## config.mk

```make
export PLATFORM = sky130hd
export DESIGN_NAME = bus_cycle_ctrl
export DESIGN_NICKNAME = d
export VERILOG_FILES = /design/src/rtl/bus_ctrl_pkg.sv /design/src/rtl/bus_cycle_ctrl_wait_counter.sv /design/src/rtl/bus_cycle_ctrl.sv
export SDC_FILE = /design/constraint.sdc
export NUM_CORES = 1
export LEC_CHECK = 0
export BUFFER_PORTS_ARGS = -buffer_cell sky130_fd_sc_hd__buf_2
export CORE_MARGIN = 2
export CORE_UTILIZATION = 49
export CTS_CLUSTER_SIZE = 25
export DETAILED_ROUTE_END_ITERATION = 8
export MAX_ROUTING_LAYER = met4
export PLACE_DENSITY = 0.78
export SKIP_LAST_GASP = 1
export SYNTH_ARGS = -nofsm -noshare
export SYNTH_HDL_FRONTEND = slang
export SYNTH_SLANG_ARGS = --single-unit
```

## constraint.sdc

```tcl
create_clock -name C14M -period 2.81 [get_ports C14M]
set_input_delay 0.843 -clock C14M [delete_from_list [all_inputs] [get_ports C14M]]
set_output_delay 0.843 -clock C14M [all_outputs]
set_load 0.05 [all_outputs]
```

## src/rtl/bus_ctrl_pkg.sv

```systemverilog
// bus_ctrl_pkg: shared types, speed encodings and width helper for the bus-cycle controller
package bus_ctrl_pkg;
  typedef enum logic [1:0] {IDLE, WAIT, ACK} state_t;
  localparam logic SPEED_C7M = 1'b1;
  localparam logic SPEED_C14M = 1'b0;
  function automatic int clog2(input int v);
    int r;
    r = 0;
    while ((1 << r) < v) r++;
    return r;
  endfunction
endpackage

```

## src/rtl/bus_cycle_ctrl_wait_counter.sv

```systemverilog
// wait_counter: loadable wait-state down-counter, done flags the last wait cycle
//   clk, rst_n     clock, async active-low reset
//   load, val      load the wait-state count
//   en             decrement by one
//   done           count equals 1
module wait_counter #(
  parameter int WIDTH = 3
) (
  input  logic             clk,
  input  logic             rst_n,
  input  logic             load,
  input  logic             en,
  input  logic [WIDTH-1:0] val,
  output logic             done
);
  logic [WIDTH-1:0] cnt;
  always_ff @(posedge clk or negedge rst_n)
    if (!rst_n) cnt <= '0;
    else if (load) cnt <= val;
    else if (en) cnt <= cnt - WIDTH'(1);
  assign done = cnt == WIDTH'(1);
endmodule

```

## src/rtl/bus_cycle_ctrl.sv

```systemverilog
// bus_cycle_ctrl: 68000 bus-cycle controller (local DTACK wait states, speed switch, DMA arbitration)
//   C14M, RESET_n        clock, async active-low reset
//   SW1                  raw speed switch
//   AS_CPU_n, AS_MB_IN_n CPU strobe, motherboard strobe from the pad
//   DTACK_MB_n, M6800_DTACK_n external DTACK sources
//   BG_n, BGACK_n, HALT_n arbitration inputs
//   REGION_HIT, REGION_WS per-region decode hit and wait states
//   DTACK_n, AS_n, AS_MB_n, AS_MB_OE, DMA_ACTIVE, CPU_SPEED, BERR_n outputs
// Define BUS_TIMEOUT_EN to add the bus-error timeout counter.
module bus_cycle_ctrl
  import bus_ctrl_pkg::*;
#(
  parameter int NUM_REGIONS    = 2,
  parameter int WS_WIDTH       = 3,
  parameter int DEFAULT_SPEED  = 1,
  parameter int TIMEOUT_CYCLES = 255
) (
  input  logic                            C14M,
  input  logic                            RESET_n,
  input  logic                            SW1,
  input  logic                            AS_CPU_n,
  input  logic                            AS_MB_IN_n,
  input  logic                            DTACK_MB_n,
  input  logic                            M6800_DTACK_n,
  input  logic                            BG_n,
  input  logic                            BGACK_n,
  input  logic                            HALT_n,
  input  logic [NUM_REGIONS-1:0]          REGION_HIT,
  input  logic [NUM_REGIONS*WS_WIDTH-1:0] REGION_WS,
  output logic                            DTACK_n,
  output logic                            AS_n,
  output logic                            AS_MB_n,
  output logic                            AS_MB_OE,
  output logic                            DMA_ACTIVE,
  output logic                            CPU_SPEED,
  output logic                            BERR_n
);
  localparam logic DEF_SPEED = (DEFAULT_SPEED != 0) ? SPEED_C7M : SPEED_C14M;
  state_t state, state_nxt;
  logic fast_n, fast_n_nxt, load, en, done;
  logic as_sel, bus_idle, dmareq_n, dma_nxt;
  logic [1:0] sw_sync;
  logic [WS_WIDTH-1:0] hit_ws;
  assign as_sel = DMA_ACTIVE ? AS_MB_IN_n : AS_CPU_n;
  assign bus_idle = as_sel & DTACK_n;
  assign dma_nxt = !(dmareq_n & BGACK_n & HALT_n);
  // reverse scan so the lowest-index hit wins
  always_comb begin
    hit_ws = '0;
    for (int i = NUM_REGIONS - 1; i >= 0; i--)
      if (REGION_HIT[i]) hit_ws = REGION_WS[i*WS_WIDTH +: WS_WIDTH];
  end
  wait_counter #(.WIDTH(WS_WIDTH)) u_wait (
    .clk  (C14M),
    .rst_n(RESET_n),
    .load (load),
    .en   (en),
    .val  (hit_ws),
    .done (done)
  );
  always_ff @(posedge C14M or negedge RESET_n)
    if (!RESET_n) begin
      state  <= IDLE;
      fast_n <= 1'b1;
    end else begin
      state  <= state_nxt;
      fast_n <= fast_n_nxt;
    end
  // a DMA handover mid-cycle swaps the strobe source, so the local cycle is dropped
  always_comb begin
    state_nxt  = state;
    fast_n_nxt = fast_n;
    load       = 1'b0;
    en         = 1'b0;
    if (dma_nxt != DMA_ACTIVE && state != IDLE) begin
      state_nxt  = IDLE;
      fast_n_nxt = 1'b1;
    end else
      case (state)
        IDLE:
          if (!as_sel && |REGION_HIT) begin
            load       = 1'b1;
            state_nxt  = (hit_ws == '0) ? ACK : WAIT;
            fast_n_nxt = hit_ws != '0;
          end
        WAIT:
          if (as_sel) begin
            state_nxt  = IDLE;
            fast_n_nxt = 1'b1;
          end else begin
            en = 1'b1;
            if (done) begin
              state_nxt  = ACK;
              fast_n_nxt = 1'b0;
            end
          end
        ACK:
          if (as_sel) begin
            state_nxt  = IDLE;
            fast_n_nxt = 1'b1;
          end
        default: begin
          state_nxt  = IDLE;
          fast_n_nxt = 1'b1;
        end
      endcase
  end
  always_comb begin
    DTACK_n  = fast_n & DTACK_MB_n & M6800_DTACK_n;
    AS_MB_OE = !DMA_ACTIVE;
  end
  always_ff @(posedge C14M or negedge RESET_n)
    if (!RESET_n) begin
      AS_n       <= 1'b1;
      AS_MB_n    <= 1'b1;
      DMA_ACTIVE <= 1'b0;
      CPU_SPEED  <= DEF_SPEED;
      sw_sync    <= {2{DEF_SPEED}};
      dmareq_n   <= 1'b1;
    end else begin
      AS_n       <= as_sel;
      AS_MB_n    <= AS_CPU_n;
      DMA_ACTIVE <= dma_nxt;
      sw_sync    <= {sw_sync[0], SW1};
      CPU_SPEED  <= bus_idle ? sw_sync[1] : CPU_SPEED;
      dmareq_n   <= BG_n ? 1'b1 : (bus_idle ? 1'b0 : dmareq_n);
    end
`ifdef BUS_TIMEOUT_EN
  localparam int TW = clog2(TIMEOUT_CYCLES + 1);
  logic [TW-1:0] to_cnt, to_nxt;
  assign to_nxt = (as_sel || !DTACK_n) ? '0 :
                  (to_cnt == TW'(TIMEOUT_CYCLES)) ? to_cnt : to_cnt + TW'(1);
  always_ff @(posedge C14M or negedge RESET_n)
    if (!RESET_n) begin
      to_cnt <= '0;
      BERR_n <= 1'b1;
    end else begin
      to_cnt <= to_nxt;
      BERR_n <= as_sel ? 1'b1 : (to_nxt == TW'(TIMEOUT_CYCLES)) ? 1'b0 : BERR_n;
    end
`else
  logic unused_timeout;
  assign unused_timeout = ^TIMEOUT_CYCLES;
  assign BERR_n = 1'b1;
`endif
endmodule

```

==> flow_summary.toml <==
[worst_hold_path]
hold_path_depth = 0
hold_end = "sw_sync[1]$_DFF_PN1_"
hp-start = "sw_sync[0]$_DFF_PN1_"
hp-class = "reg2reg"

[critical_path]
critPathBufInv = 2
crit_family = "buffers and inverters"
cp_slowest_cell = "buf_2"
critPathMostFrequentCell = "buf_2"
cpPeakStageDelay_ns = 0.26
reg2reg_from = "DMA_ACTIVE$_DFF_PN0_"
end_kind = "output pin"
r2r-end = "u_wait.cnt[2]$_DFFE_PN0P_"
cp-start-kind = "input port"
cp_cell_sequence = "buf_2, and3_1, buf_2"
critPathMaxFanout = 2
worstSetupPathType = "in2out"
rrSetupSlack_ns = 0.98
critPathArrivalTime_ns = 1.34
worst-r2r-cell-count = 4
cp.required_ns = 1.97

[floorplanning]
dieHeight_um = 40.7
initial_utilization = 0.512
pin_count = 25
dieArea_um2 = 1650
rows = 13
die_x_um = 40.7
coreArea_um2 = 1280

[sta]
finClkSkew_ns = 0.00111
max_slew.worst_pin.slew_ns = 0.641
final.setup.tns_ns = 0
slew_headroom = 0.560
min_period_ns = 2.18
finalSetupViolCount = 0
rsz0062_at_grt = "false"
min_period_over_period = 0.777
report.final.slew_viol_count = 0
fmax_mhz = 458
hold_violations = 0

[logic_synthesis]
synthDistinctLibCells = 34
post_synth_inst_count = 60
yosys.area.top_type = "dfstp_2"
netlist_area_um2 = 658
synth_seq_cells = 13
ys.warnings.count = 0
yosys-top-cells-area = "dfstp_2 (28%), dfrtp_1 (23%), ha_1 (3.8%), nor2b_1 (2.9%), or3_1 (2.9%)"
ys_seq_area_frac = 0.508
avgSynthCellArea_um2 = 11.0
synth_top_area_share = 0.279
synth_nets = 80

[clock_tree]
cts.sink_count = 13
post_cts_buffers = 0
cts_root_buf = "clkbuf_4"
clock_path_buffers = 2
clkSlewWorstSetupHoldPaths_ns = 0.07
numCtsBuffers = 3
cts_resized = 0
hold_buffers = 0
htreeDepth = 1
cts_tree = "yes"
worstSkewPairLatency_ns = 0.28

[cells_and_area]
n_fill_cell = 111
top_regs = "u_wait.cnt x3, state x2, sw_sync x2"
n_antenna_cell = 0
layout.nets = 106
largest_register_ffs = 3
top_register = "u_wait.cnt"
final_area_um2 = 807
synthToLayoutAreaGrowth_pct = 22.6
drive_gt1_frac = 0.435

[placement]
numPortBuffers = 23
place_hpwl_um = 987
placedInstanceArea_um2 = 779
gp_congestion = 0.866

[global_routing]
grt_max_degree = 14
antenna_found_initial = 0
met3_usage = 0.0978
grtUsageMet1 = 0.235
grtUsageTotal = 0.199
met2_usage = 0.266
top_usage_layer = "met2"
grt_overflow_total = 0
grt_pass1_wl_mm = 1.90
grt_pass1_vias = 432

[power_and_ir_drop]
leakage_nw = 0.382
finalPower_w = 0.000573
irDropWorstVdd_mv = 0.415
seq_power_share = 0.473
swShare = 0.361
p_sw_w = 0.000207
intPower_w = 0.000366
pwr-share-clk = 0.194
pwr_density_cell_nw_per_um2 = 710
pwr-share-comb = 0.333

[route]
via_count = 555
wl_per_cell_um = 12.2
detail_route.wirelength_mm = 1.22
drt_iter0_markers = 5
first_pass_iters = 4
remaining_drc_errors = 0
via_per_inst = 5.55
ant_nets = 0

[flow_run]
max_cap_violations = 0

[run_status]
status = "completed"
-- cell families (layout without fill, tap and decap cells) --
| family | Yosys count | count (layout) | share of synthesized area |
|---|---|---|---|
| buffers and inverters | 6 | 31 | 0.0418 |
| adder cells (fa/ha/maj) | 2 | 2 | 0.0380 |
| flip-flops | 13 | 13 | 0.508 |
| AND/OR/NAND/NOR | 23 | 23 | 0.217 |
| AO/OA/AOI/OAI | 12 | 12 | 0.135 |
| other | 1 | 1 | 0.00570 |
| multiplexers | 3 | 3 | 0.0551 |
-- layout make-up --
class | instances | area (µm²) | share of cell area
multi-input combinational | 41 | 297 | 0.367
timing repair buffer | 23 | 115 | 0.143
inverter | 4 | 15.0 | 0.0186
sequential | 13 | 334 | 0.414
clock inverter | 1 | 5.00 | 0.00620
clock buffer | 3 | 22.5 | 0.0279
tap | 15 | 18.8 | 0.0233
-- worst register-to-register path, cell delays in order, from the launching register on --
cell      delay, ns
dfrtp_1        0.43
mux2_4         0.34
or4_1          0.60
a221oi_1       0.27
a31oi_1        0.07
-- power groups by stage --
stage                     clock network [W]  registers [W]  logic (W)
after CTS                          0.000115       0.000270   0.000192
after floorplan                           0       0.000297   0.000114
after global placement                    0       0.000272   0.000186
final                              0.000111       0.000271   0.000191
after global routing               0.000124       0.000278   0.000213
after detailed placement                  0       0.000274   0.000191
-- per-layer routing --
metal	share of wire	vias to the layer above
li1	-	274
met1	0.42	262
met2	0.49	15
met3	0.068	4
met4	0.024	0
met5	0	-
-- worst max-delay path by stage --
| stage | slack (ns) | startpoint | depth (start not counted) | endpoint |
|---|---|---|---|---|
| after floorplan | 0.66 | M6800_DTACK_n | 1 | DTACK_n |
| after global placement | 0.54 | AS_CPU_n | 5 | u_wait.cnt[0]$_DFFE_PN0P_ |
| after detailed placement | 0.49 | AS_CPU_n | 5 | u_wait.cnt[2]$_DFFE_PN0P_ |
| after CTS | 0.63 | M6800_DTACK_n | 3 | DTACK_n |
| after global routing | 0.60 | M6800_DTACK_n | 3 | DTACK_n |
| final | 0.63 | M6800_DTACK_n | 3 | DTACK_n |
-- cells in the final DEF, fill, tap and decap left out, drive strengths merged, types with 2 or more instances in the layout --
| master | Yosys | final |
|---|---|---|
| buf | 2 | 23 |
| a221oi | 2 | 2 |
| nor3b | 2 | 2 |
| nor2b | 3 | 3 |
| nor4 | 2 | 2 |
| or3 | 3 | 3 |
| nor2 | 2 | 2 |
| clkbuf | 0 | 3 |
| dfstp | 7 | 7 |
| dfrtp | 6 | 6 |
| ha | 2 | 2 |
| mux2 | 2 | 2 |
| inv | 4 | 4 |
| nor3 | 2 | 2 |
| or4 | 2 | 2 |
| a31oi | 2 | 2 |
-- metrics by stage --
stage                     hold slack (ns)   util  cells  setup slack, ns
after floorplan                     0.345      -     60            0.659
after global placement              0.348  0.607     96            0.543
after detailed placement            0.349  0.607     96            0.493
after CTS                           0.360  0.628    100            0.625
after global routing                0.362  0.628    100            0.595
final                               0.359  0.628    100            0.628
-- synthesized netlist by cell type, drive strengths merged --
master,n
a2111oi,1
a21o,1
a221oi,2
a22oi,1
a31oi,2
and3,1
and3b,1
buf,2
conb,1
dfrtp,6
dfstp,7
ha,2
inv,4
mux2,2
mux2i,1
nand2,1
nand2b,1
nand3,1
nor2,2
nor2b,3
nor3,2
nor3b,2
nor4,2
nor4b,1
o211ai,1
o21ai,1
o221ai,1
o22ai,1
o31ai,1
or2,1
or3,3
or4,2
(Power assumes the default switching activity.)
